==> config.mk <==
export PLATFORM = sky130hd
export DESIGN_NAME = ps2_scan_receiver
export DESIGN_NICKNAME = d
export VERILOG_FILES = /design/src/rtl/ps2_pkg.sv /design/src/rtl/ps2_line_filter.sv /design/src/rtl/ps2_scan_receiver.sv
export SDC_FILE = /design/constraint.sdc
export NUM_CORES = 1
export LEC_CHECK = 0
export ABC_AREA = 1
export ABC_CLOCK_PERIOD_IN_PS = 2300
export CELL_PAD_IN_SITES_DETAIL_PLACEMENT = 0
export CELL_PAD_IN_SITES_GLOBAL_PLACEMENT = 2
export CORE_MARGIN = 3
export CORE_UTILIZATION = 37
export CTS_BUF_LIST = sky130_fd_sc_hd__clkbuf_8
export CTS_CLUSTER_SIZE = 40
export DETAILED_ROUTE_END_ITERATION = 12
export DONT_BUFFER_PORTS = 1
export GPL_TIMING_DRIVEN = 0
export PLACE_DENSITY_LB_ADDON = 0.1
export SYNTH_ARGS = -nofsm -noshare
export SYNTH_HDL_FRONTEND = slang
export SYNTH_HIERARCHICAL = 1
export SYNTH_SLANG_ARGS = --single-unit
==> constraint.sdc <==
create_clock -name clk -period 2.3 [get_ports clk]
set_input_delay 0.46 -clock clk [delete_from_list [all_inputs] [get_ports clk]]
set_output_delay 0.46 -clock clk [all_outputs]
set_load 0.02 [all_outputs]
==> src/rtl/ps2_pkg.sv <==
// Shared types and constants for the PS/2 scan-code receiver.
package ps2_pkg;

  typedef enum logic [1:0] {IDLE, DATA, PARITY, STOP} ps2_state_e;

  localparam logic [7:0] PS2_EXT   = 8'hE0;
  localparam logic [7:0] PS2_BRK   = 8'hF0;

  localparam logic [7:0] KEY_UP    = 8'h75;
  localparam logic [7:0] KEY_DOWN  = 8'h72;
  localparam logic [7:0] KEY_RIGHT = 8'h74;
  localparam logic [7:0] KEY_LEFT  = 8'h6B;
  localparam logic [7:0] KEY_PGUP  = 8'h7D;
  localparam logic [7:0] KEY_PGDN  = 8'h7A;
  localparam logic [7:0] KEY_INC   = 8'h73;

  // PS/2 uses odd parity over the eight data bits plus the parity bit.
  function automatic logic parity_ok(input logic [7:0] d, input logic p);
    return ^{d, p};
  endfunction

endpackage

==> src/rtl/ps2_line_filter.sv <==
// Synchronises the raw PS/2 lines, deglitches ps2_clk and emits a one-cycle
// pulse on each filtered falling edge with the data sample aligned to it.
module ps2_line_filter #(
  parameter int FILTER_LEN = 4
) (
  input  logic clk,
  input  logic rst,
  input  logic ps2_clk,
  input  logic ps2_data,
  output logic fall,
  output logic data_s
);

  localparam int CNT_W = $clog2(FILTER_LEN + 1);

  logic [1:0]       clk_sync;
  logic [1:0]       data_sync;
  logic             clk_filt;
  logic [CNT_W-1:0] cnt;

  always_ff @(posedge clk) begin
    if (rst) begin
      clk_sync  <= 2'b11;
      data_sync <= 2'b11;
      clk_filt  <= 1'b1;
      cnt       <= '0;
      fall      <= 1'b0;
      data_s    <= 1'b1;
    end else begin
      clk_sync  <= {clk_sync[0], ps2_clk};
      data_sync <= {data_sync[0], ps2_data};
      // Delayed one cycle so data_s lines up with the registered fall pulse.
      data_s    <= data_sync[1];
      fall      <= 1'b0;
      if (clk_sync[1] == clk_filt) begin
        cnt <= '0;
      end else if (cnt == CNT_W'(FILTER_LEN - 1)) begin
        clk_filt <= clk_sync[1];
        cnt      <= '0;
        fall     <= clk_filt;
      end else begin
        cnt <= cnt + 1'b1;
      end
    end
  end

endmodule

==> src/rtl/ps2_scan_receiver.sv <==
// PS/2 device-to-host frame receiver with E0/F0 prefix resolution.
// Define PS2_MAKE_ONLY_EN to silently drop break (F0-prefixed) codes.
module ps2_scan_receiver
  import ps2_pkg::*;
#(
  parameter int FILTER_LEN     = 4,
  parameter int TIMEOUT_CYCLES = 50000,
  parameter int TIMEOUT_W      = 16
) (
  input  logic       clk,
  input  logic       rst,
  input  logic       ps2_clk,
  input  logic       ps2_data,
  input  logic       rx_en,
  output logic [7:0] scan_code,
  output logic       got_data,
  output logic       break_flag,
  output logic       ext_flag,
  output logic       parity_err,
  output logic       busy
);

  logic                 fall;
  logic                 data_s;
  ps2_state_e           state, state_n;
  logic [7:0]           shift;
  logic [2:0]           bitcnt;
  logic                 par_bit;
  logic [TIMEOUT_W-1:0] tcnt;
  logic                 ext_pend, brk_pend;
  logic                 timeout, abort, frame_ok;

  ps2_line_filter #(.FILTER_LEN(FILTER_LEN)) u_filt (
    .clk      (clk),
    .rst      (rst),
    .ps2_clk  (ps2_clk),
    .ps2_data (ps2_data),
    .fall     (fall),
    .data_s   (data_s)
  );

  assign timeout  = (state != IDLE) && (tcnt == TIMEOUT_W'(TIMEOUT_CYCLES - 1));
  assign abort    = !rx_en || timeout;
  assign frame_ok = data_s && parity_ok(shift, par_bit);
  assign busy     = (state != IDLE);

  always_ff @(posedge clk) begin
    if (rst) state <= IDLE;
    else     state <= state_n;
  end

  always_comb begin
    state_n = state;
    if (abort) begin
      state_n = IDLE;
    end else if (fall) begin
      case (state)
        IDLE:    if (!data_s) state_n = DATA;
        DATA:    if (bitcnt == 3'd7) state_n = PARITY;
        PARITY:  state_n = STOP;
        STOP:    state_n = IDLE;
        default: state_n = IDLE;
      endcase
    end
  end

  // Frame datapath, prefix tracking and registered outputs
  always_ff @(posedge clk) begin
    if (rst) begin
      shift      <= '0;
      bitcnt     <= '0;
      par_bit    <= 1'b0;
      tcnt       <= '0;
      ext_pend   <= 1'b0;
      brk_pend   <= 1'b0;
      scan_code  <= '0;
      got_data   <= 1'b0;
      break_flag <= 1'b0;
      ext_flag   <= 1'b0;
      parity_err <= 1'b0;
    end else begin
      got_data   <= 1'b0;
      parity_err <= 1'b0;
      if (state == IDLE || fall) tcnt <= '0;
      else                       tcnt <= tcnt + 1'b1;

      if (abort) begin
        shift    <= '0;
        bitcnt   <= '0;
        ext_pend <= 1'b0;
        brk_pend <= 1'b0;
      end else if (fall) begin
        case (state)
          IDLE:   bitcnt <= '0;
          DATA: begin
            shift  <= {data_s, shift[7:1]};
            bitcnt <= bitcnt + 1'b1;
          end
          PARITY: par_bit <= data_s;
          STOP: begin
            if (!frame_ok) begin
              parity_err <= 1'b1;
              ext_pend   <= 1'b0;
              brk_pend   <= 1'b0;
            end else if (shift == PS2_EXT) begin
              ext_pend <= 1'b1;
            end else if (shift == PS2_BRK) begin
              brk_pend <= 1'b1;
            end else begin
`ifdef PS2_MAKE_ONLY_EN
              if (!brk_pend) begin
                scan_code  <= shift;
                ext_flag   <= ext_pend;
                break_flag <= 1'b0;
                got_data   <= 1'b1;
              end
`else
              scan_code  <= shift;
              ext_flag   <= ext_pend;
              break_flag <= brk_pend;
              got_data   <= 1'b1;
`endif
              ext_pend <= 1'b0;
              brk_pend <= 1'b0;
            end
          end
          default: ;
        endcase
      end
    end
  end

endmodule
==> flow_summary_export.csv, run 1 <==
group,metric,value,unit
status,status,"finished clean",
yosys,synth_top_area_frac,0.4512,
clocking,clkSinkCount,54,
clocking,cts_buffer_depth,2,
clocking,numCtsBuffers,5,
cells_and_area,n_antenna_cell,0,
timing,tns,0,ps
drt,viasPerCell,4.671,
setup_path,critPathLaunchType,"register",
drt,antenna_left,0,
placement,placedCellCount,406,
drt,wl,4.911,mm
clocking,tritoncts,"done",
yosys,ys_types,26,
setup_path,cp.required,2500,ps
timing,final.min_clock_period,2051,ps
yosys,synth.net_count,346,
floorplan,die_x,86.47,um
yosys,yosys_warnings,6,
placement,dp_slack,54.03,ps
timing,hold_violations,0,
drt,drc,0,
setup_path,critPathKind,"register to register",
timing,finalMaxSlewViolations,0,
cells_and_area,synthToLayoutAreaGrowth,8.094,%
timing,fin_crit_sh,0.8919,
timing,fmax,0.4875,GHz
clocking,clk_latency,310,ps
floorplan,pin_count,18,
yosys,synth.area.top_cells,"dfxtp_1, nand2_1, nor2_1",
global_route,antenna_found_initial,0,
floorplan,rows,28,
global_route,grtUsageTotal,0.1437,
setup_path,end_kind,"register",
clocking,ctsHoldBuffers,0,
yosys,ys_seq_elements,54,
timing,fin_skew,10.92,ps
drt,drt_iter0_drc,128,
flow_run,drv_cap,0,
timing,tightest_slew,490.1,ps
cells_and_area,layout.cells.non_filler,414,
global_route,grt_pass1_vias,1839,
cells_and_area,final_common_cell,"nand2_1",
floorplan,dieArea,7477,sq um
drt,drt_pass1_iterations,4,
global_route,grt_max_degree,17,
yosys,yosysTopAreaCell,"dfxtp_1",
floorplan,die_h,86.47,um
drt,route.detailed.wl_per_inst,11.86,um
global_route,grt_pass1_wl,8.569,mm
clocking,cts_resized,0,
setup_path,critPathArrivalTime,2260,ps
global_route,grt-ovfl-total,0,
floorplan,core,6096,sq um
yosys,postSynthCellCount,331,
power,power_density,586.0,nW/um^2
clocking,htree_num_levels,2,
floorplan,initial_utilization,0.3931,
drt,num_vias,1934,
timing,setup-violations-final,0,
power,vdd_ir_drop_max,343.4,uV
placement,gp_congestion,0.7873,
yosys,ys_seq_area_frac,0.4512,
hold_path,min_path_type,"input pin to register",
placement,io_buffers,0,
setup_path,reg2reg_slack,250,ps
cells_and_area,fillers,666,
timing,rsz0062_at_grt,"false",
cells_and_area,most-common-layout-cells,"nand2_1, dfxtp_1, nor2_1",
setup_path,cp_max_fo,10,
clocking,root_buffer,"clkbuf_8",
placement,dpl_cell_area,2490,sq um
cells_and_area,drive_above_1_share,0.05605,
timing,timing.final.ws_setup,248.6,ps
cells_and_area,fin_area,2590,sq um
yosys,syn_area,2396,sq um
timing,slew_headroom,0.6715,
yosys,syn_avg_cell_area,7.239,sq um
clocking,clk_pin_slew,100,ps
placement,dp_hpwl,3.594,mm
power,power.leakage,1.052,nW
clocking,cts_setup_buffers,0,
cells_and_area,finalNetCount,353,
-- cells by family (layout without fill, tap and decap cells) --
group | count (synthesis) | in the layout | share of synthesized area
xor gates and xnor gates | 4 | 4 | 0.01462
buffers and inverters | 49 | 57 | 0.08094
and+or+nand+nor | 178 | 178 | 0.3206
adders and majority gates | 10 | 10 | 0.05222
AOI/OAI and AO/OA | 36 | 36 | 0.08042
DFF | 54 | 54 | 0.4512
-- worst paths after layout --
check                            from       endpoint  cells after the start
hold / removal                    rst   scan_code[0]                      1
setup reg to reg             state[0]       ext_flag                     12
setup / recovery             state[0]       ext_flag                     12
hold reg to reg   u_filt/data_sync[1]  u_filt/data_s                      1
-- routing by layer --
| metal | up-vias | global-route usage | part of all wire |
|---|---|---|---|
| li1 | 1051 | - | - |
| met1 | 858 | 0.1966 | 0.53 |
| met2 | 21 | 0.2225 | 0.44 |
| met3 | 4 | 0.03422 | 0.026 |
| met4 | 0 | 0.04674 | 0.012 |
| met5 | - | 0 | 0 |
-- synthesized netlist by cell type, drive strengths merged --
master,instances
a21boi,1
a21oi,25
a31oi,1
and3,1
buf,3
clkbuf,4
clkinv,1
dfxtp,54
ha,10
inv,41
nand2,78
nand3,22
nand4,6
nor2,55
nor3,8
o21a,2
o21ai,7
or2,8
xnor2,2
xor2,2
-- sequential cells by signal, summed over array words and instances, names as in the netlist --
signal and flops:
bitcnt 3, break_flag 1, brk_pend 1, ext_flag 1, ext_pend 1, got_data 1, par_bit 1, parity_err 1
scan_code 8, shift 8, state 2, tcnt 16, u_filt/clk_filt 1, u_filt/clk_sync 2, u_filt/cnt 3, u_filt/data_s 1
u_filt/data_sync 2, u_filt/fall 1
-- where the power goes --
group / total [W] / switching [W] / leakage, nW / internal, W
clock: 0.000561 / 0.000318 / 0.0472 / 0.000243
combinational: 0.0000172 / 0.0000121 / 0.569 / 0.00000514
sequential: 0.000940 / 0.00000142 / 0.436 / 0.000938
total: 0.00152 / 0.000331 / 1.05 / 0.00119
-- worst max-delay path: stages (launching register included) --
cell and delay [ps]:
dfxtp_1 360, inv_1 110, ha_1 280, nor2_1 80, nand2_1 70, nor2_1 30
nand3_1 110, nand3_1 100, nor2_2 200, nand4_4 220, buf_6 210, nor2_1 110
nor2_1 60
-- stage by stage --
| step | power, W | hold slack, ps | utilization |
|---|---|---|---|
| global route | 0.001577 | 199.1 | 0.4249 |
| global placement | 0.0009796 | 384.6 | 0.4085 |
| CTS | 0.001544 | 196.1 | 0.4241 |
| finish | 0.001518 | 214.6 | 0.4249 |
| floorplan | 0.0009744 | 383.2 | - |
| detailed placement | 0.0009791 | 389.3 | 0.4085 |
-- final cells by class --
type / instances / area (sq um) / area share
plain buffers: 7 / 36.28 / 0.01401
clock buffers: 6 / 82.58 / 0.03188
clock inverters: 2 / 12.51 / 0.004831
inverters: 42 / 157.7 / 0.06087
multi-input cells: 228 / 1126 / 0.4348
flip-flops and latches: 54 / 1081 / 0.4174
well taps: 75 / 93.84 / 0.03623
No activity file was read; power rests on OpenSTA's default activity.
==> run 2: changes to the inputs <==
ABC_CLOCK_PERIOD_IN_PS = 2200   (was 2300)
CTS_CLUSTER_SIZE = 24   (was 40)
clock period = 2.2 ns   (was 2.3 ns; I/O delays follow)
==> flow_summary_export.csv, run 2 (synthesized netlist as in run 1, its figures left out) <==
group,metric,value,unit
status,status,"finished clean",
setup_path,slowest_stage,"dfxtp_1",
timing,rsz0062_at_grt,"false",
setup_path,cp_num_buf_inv,2,
placement,gp_congestion,0.7873,
drt,drt_iter0_drc,124,
clocking,clkSinkCount,54,
global_route,antenna_found_initial,0,
setup_path,cpLargestDelayFamily,"simple AND/OR/NAND/NOR gates",
setup_path,worst-path-stages,12,
floorplan,initial_utilization,0.3931,
timing,setup-violations-final,0,
hold_path,min_path_type,"input pin to register",
drt,drt_pass1_iterations,4,
drt,viasPerCell,4.650,
cells_and_area,fin_util,0.4261,
setup_path,critPathLaunchType,"register",
setup_path,cp.required,2400,ps
power,power.leakage,1.051,nW
timing,fmax,0.5080,GHz
placement,dpl_cell_area,2490,sq um
timing,slew_headroom,0.6718,
cells_and_area,top_regs,"tcnt (16), scan_code (8), shift (8)",
timing,fin_skew,10.41,ps
timing,final.min_clock_period,1969,ps
cells_and_area,n_antenna_cell,0,
clocking,clk_pin_slew,100,ps
power,p_int,0.001241,W
global_route,grt-ovfl-total,0,
timing,finalMaxSlewViolations,0,
floorplan,die_x,86.47,um
clocking,clk_latency,310,ps
cells_and_area,finalNetCount,353,
power,seqPwrFrac,0.620,
power,p_switching,0.0003453,W
timing,hold_violations,0,
power,switching_share,0.2177,
cells_and_area,most-common-layout-cells,"nand2_1, dfxtp_1, nor2_1",
hold_path,whs_path_depth,1,
cells_and_area,final_common_cell,"nand2_1",
floorplan,dieArea,7477,sq um
global_route,grt_pass1_vias,1840,
drt,num_vias,1925,
drt,drc,0,
timing,tns,0,ps
clocking,cts_buffer_depth,2,
cells_and_area,fillers,665,
drt,antenna_left,0,
cells_and_area,largest_register_ffs,16,
placement,dp_hpwl,3.594,mm
floorplan,rows,28,
setup_path,end_kind,"register",
floorplan,core,6096,sq um
timing,fin_crit_sh,0.8949,
global_route,grt_max_degree,17,
setup_path,cp_cell_sequence,"inv_1, ha_2, nor2_1, nand2_1, nor2_1, nand3_1, nand3_1, nor2_4, nand4_4, buf_6, nor2_1, nor2_1",
power,clkPwrFrac,0.369,
timing,whs,195.6,ps
power,power_density,610.5,nW/um^2
cells_and_area,regMostFlops,"tcnt",
global_route,grtUsageTotal,0.1437,
clocking,htree_num_levels,2,
global_route,grt_pass1_wl,8.583,mm
clocking,numCtsBuffers,5,
setup_path,critPathArrivalTime,2170,ps
cells_and_area,drive_above_1_share,0.05900,
setup_path,slowest_delay,360,ps
floorplan,die_h,86.47,um
floorplan,pin_count,18,
setup_path,critPathKind,"register to register",
setup_path,path_common_cell,"nor2_1",
clocking,ctsHoldBuffers,0,
setup_path,r2r.worst_path.cells,12,
drt,route.detailed.wl_per_inst,11.80,um
drt,wl,4.885,mm
flow_run,drv_cap,0,
clocking,root_buffer,"clkbuf_8",
cells_and_area,fin_area,2597,sq um
cells_and_area,synthToLayoutAreaGrowth,8.407,%
placement,io_buffers,0,
clocking,tritoncts,"done",
timing,tightest_slew,489.7,ps
power,vdd_ir_drop_max,358.7,uV
power,power_frac_comb,0.011,
setup_path,cp_max_fo,10,
==> run 2: worst paths after layout <==
check | from | endpoint | slack, ps
worst max-delay path | state[0] | ext_flag | 230
worst min-delay path | rst | scan_code[0] | 200
worst max register to register | state[0] | ext_flag | 230
worst min register to register | u_filt/data_sync[0] | u_filt/data_sync[1] | 410
==> run 2: what timing repair did <==
action / CTS / global route
setup buffers: 0 / 0
endpoints found under the hold margin: 0 / 0
cloned: 0 / 0
resized for setup: 1 / 2
endpoints found under the setup margin: 3 / 8
==> run 2: layer usage <==
layer	vias to the layer above	share of wire	global-route usage
li1	1052	-	-
met1	851	0.53	0.1966
met2	18	0.44	0.2225
met3	4	0.024	0.03422
met4	0	0.011	0.04674
met5	-	0	0
==> run 2: worst register-to-register path: stages (launching register included) <==
cell and delay [ps]:
dfxtp_1 360, inv_1 120, ha_2 250, nor2_1 60, nand2_1 60, nor2_1 30
nand3_1 110, nand3_1 130, nor2_4 160, nand4_4 200, buf_6 210, nor2_1 120
nor2_1 60
==> run 2: stage by stage <==
stage / power [W] / setup WS (ps) / instances
2_1_floorplan: 0.001019 / 537.3 / 331
3_3_place_gp: 0.001024 / -10.55 / 406
3_5_place_dp: 0.001024 / -45.97 / 406
4_1_cts: 0.001614 / 112.0 / 414
5_1_grt: 0.001648 / 31.84 / 414
6_report: 0.001586 / 231.3 / 414
==> run 2: area by class of cell <==
class                           count  area, sq um  area share
Multi-Input combinational cell    228         1134      0.4364
Sequential cell                    54         1081      0.4162
Inverter                           42        157.7     0.06069
Tap cell                           75        93.84     0.03613
Clock buffer                        6        82.58     0.03179
Buffer                              7        36.28     0.01397
Clock inverter                      2        12.51    0.004817
==> run 2: power by group through the flow <==
stage          Combinational [W]  Sequential, W  Clock [W]
2_1_floorplan          0.0000137        0.00101          0
3_3_place_gp           0.0000188        0.00101          0
3_5_place_dp           0.0000183        0.00101          0
4_1_cts                0.0000184       0.000983   0.000613
5_1_grt                0.0000213       0.000984   0.000644
6_report               0.0000180       0.000983   0.000585
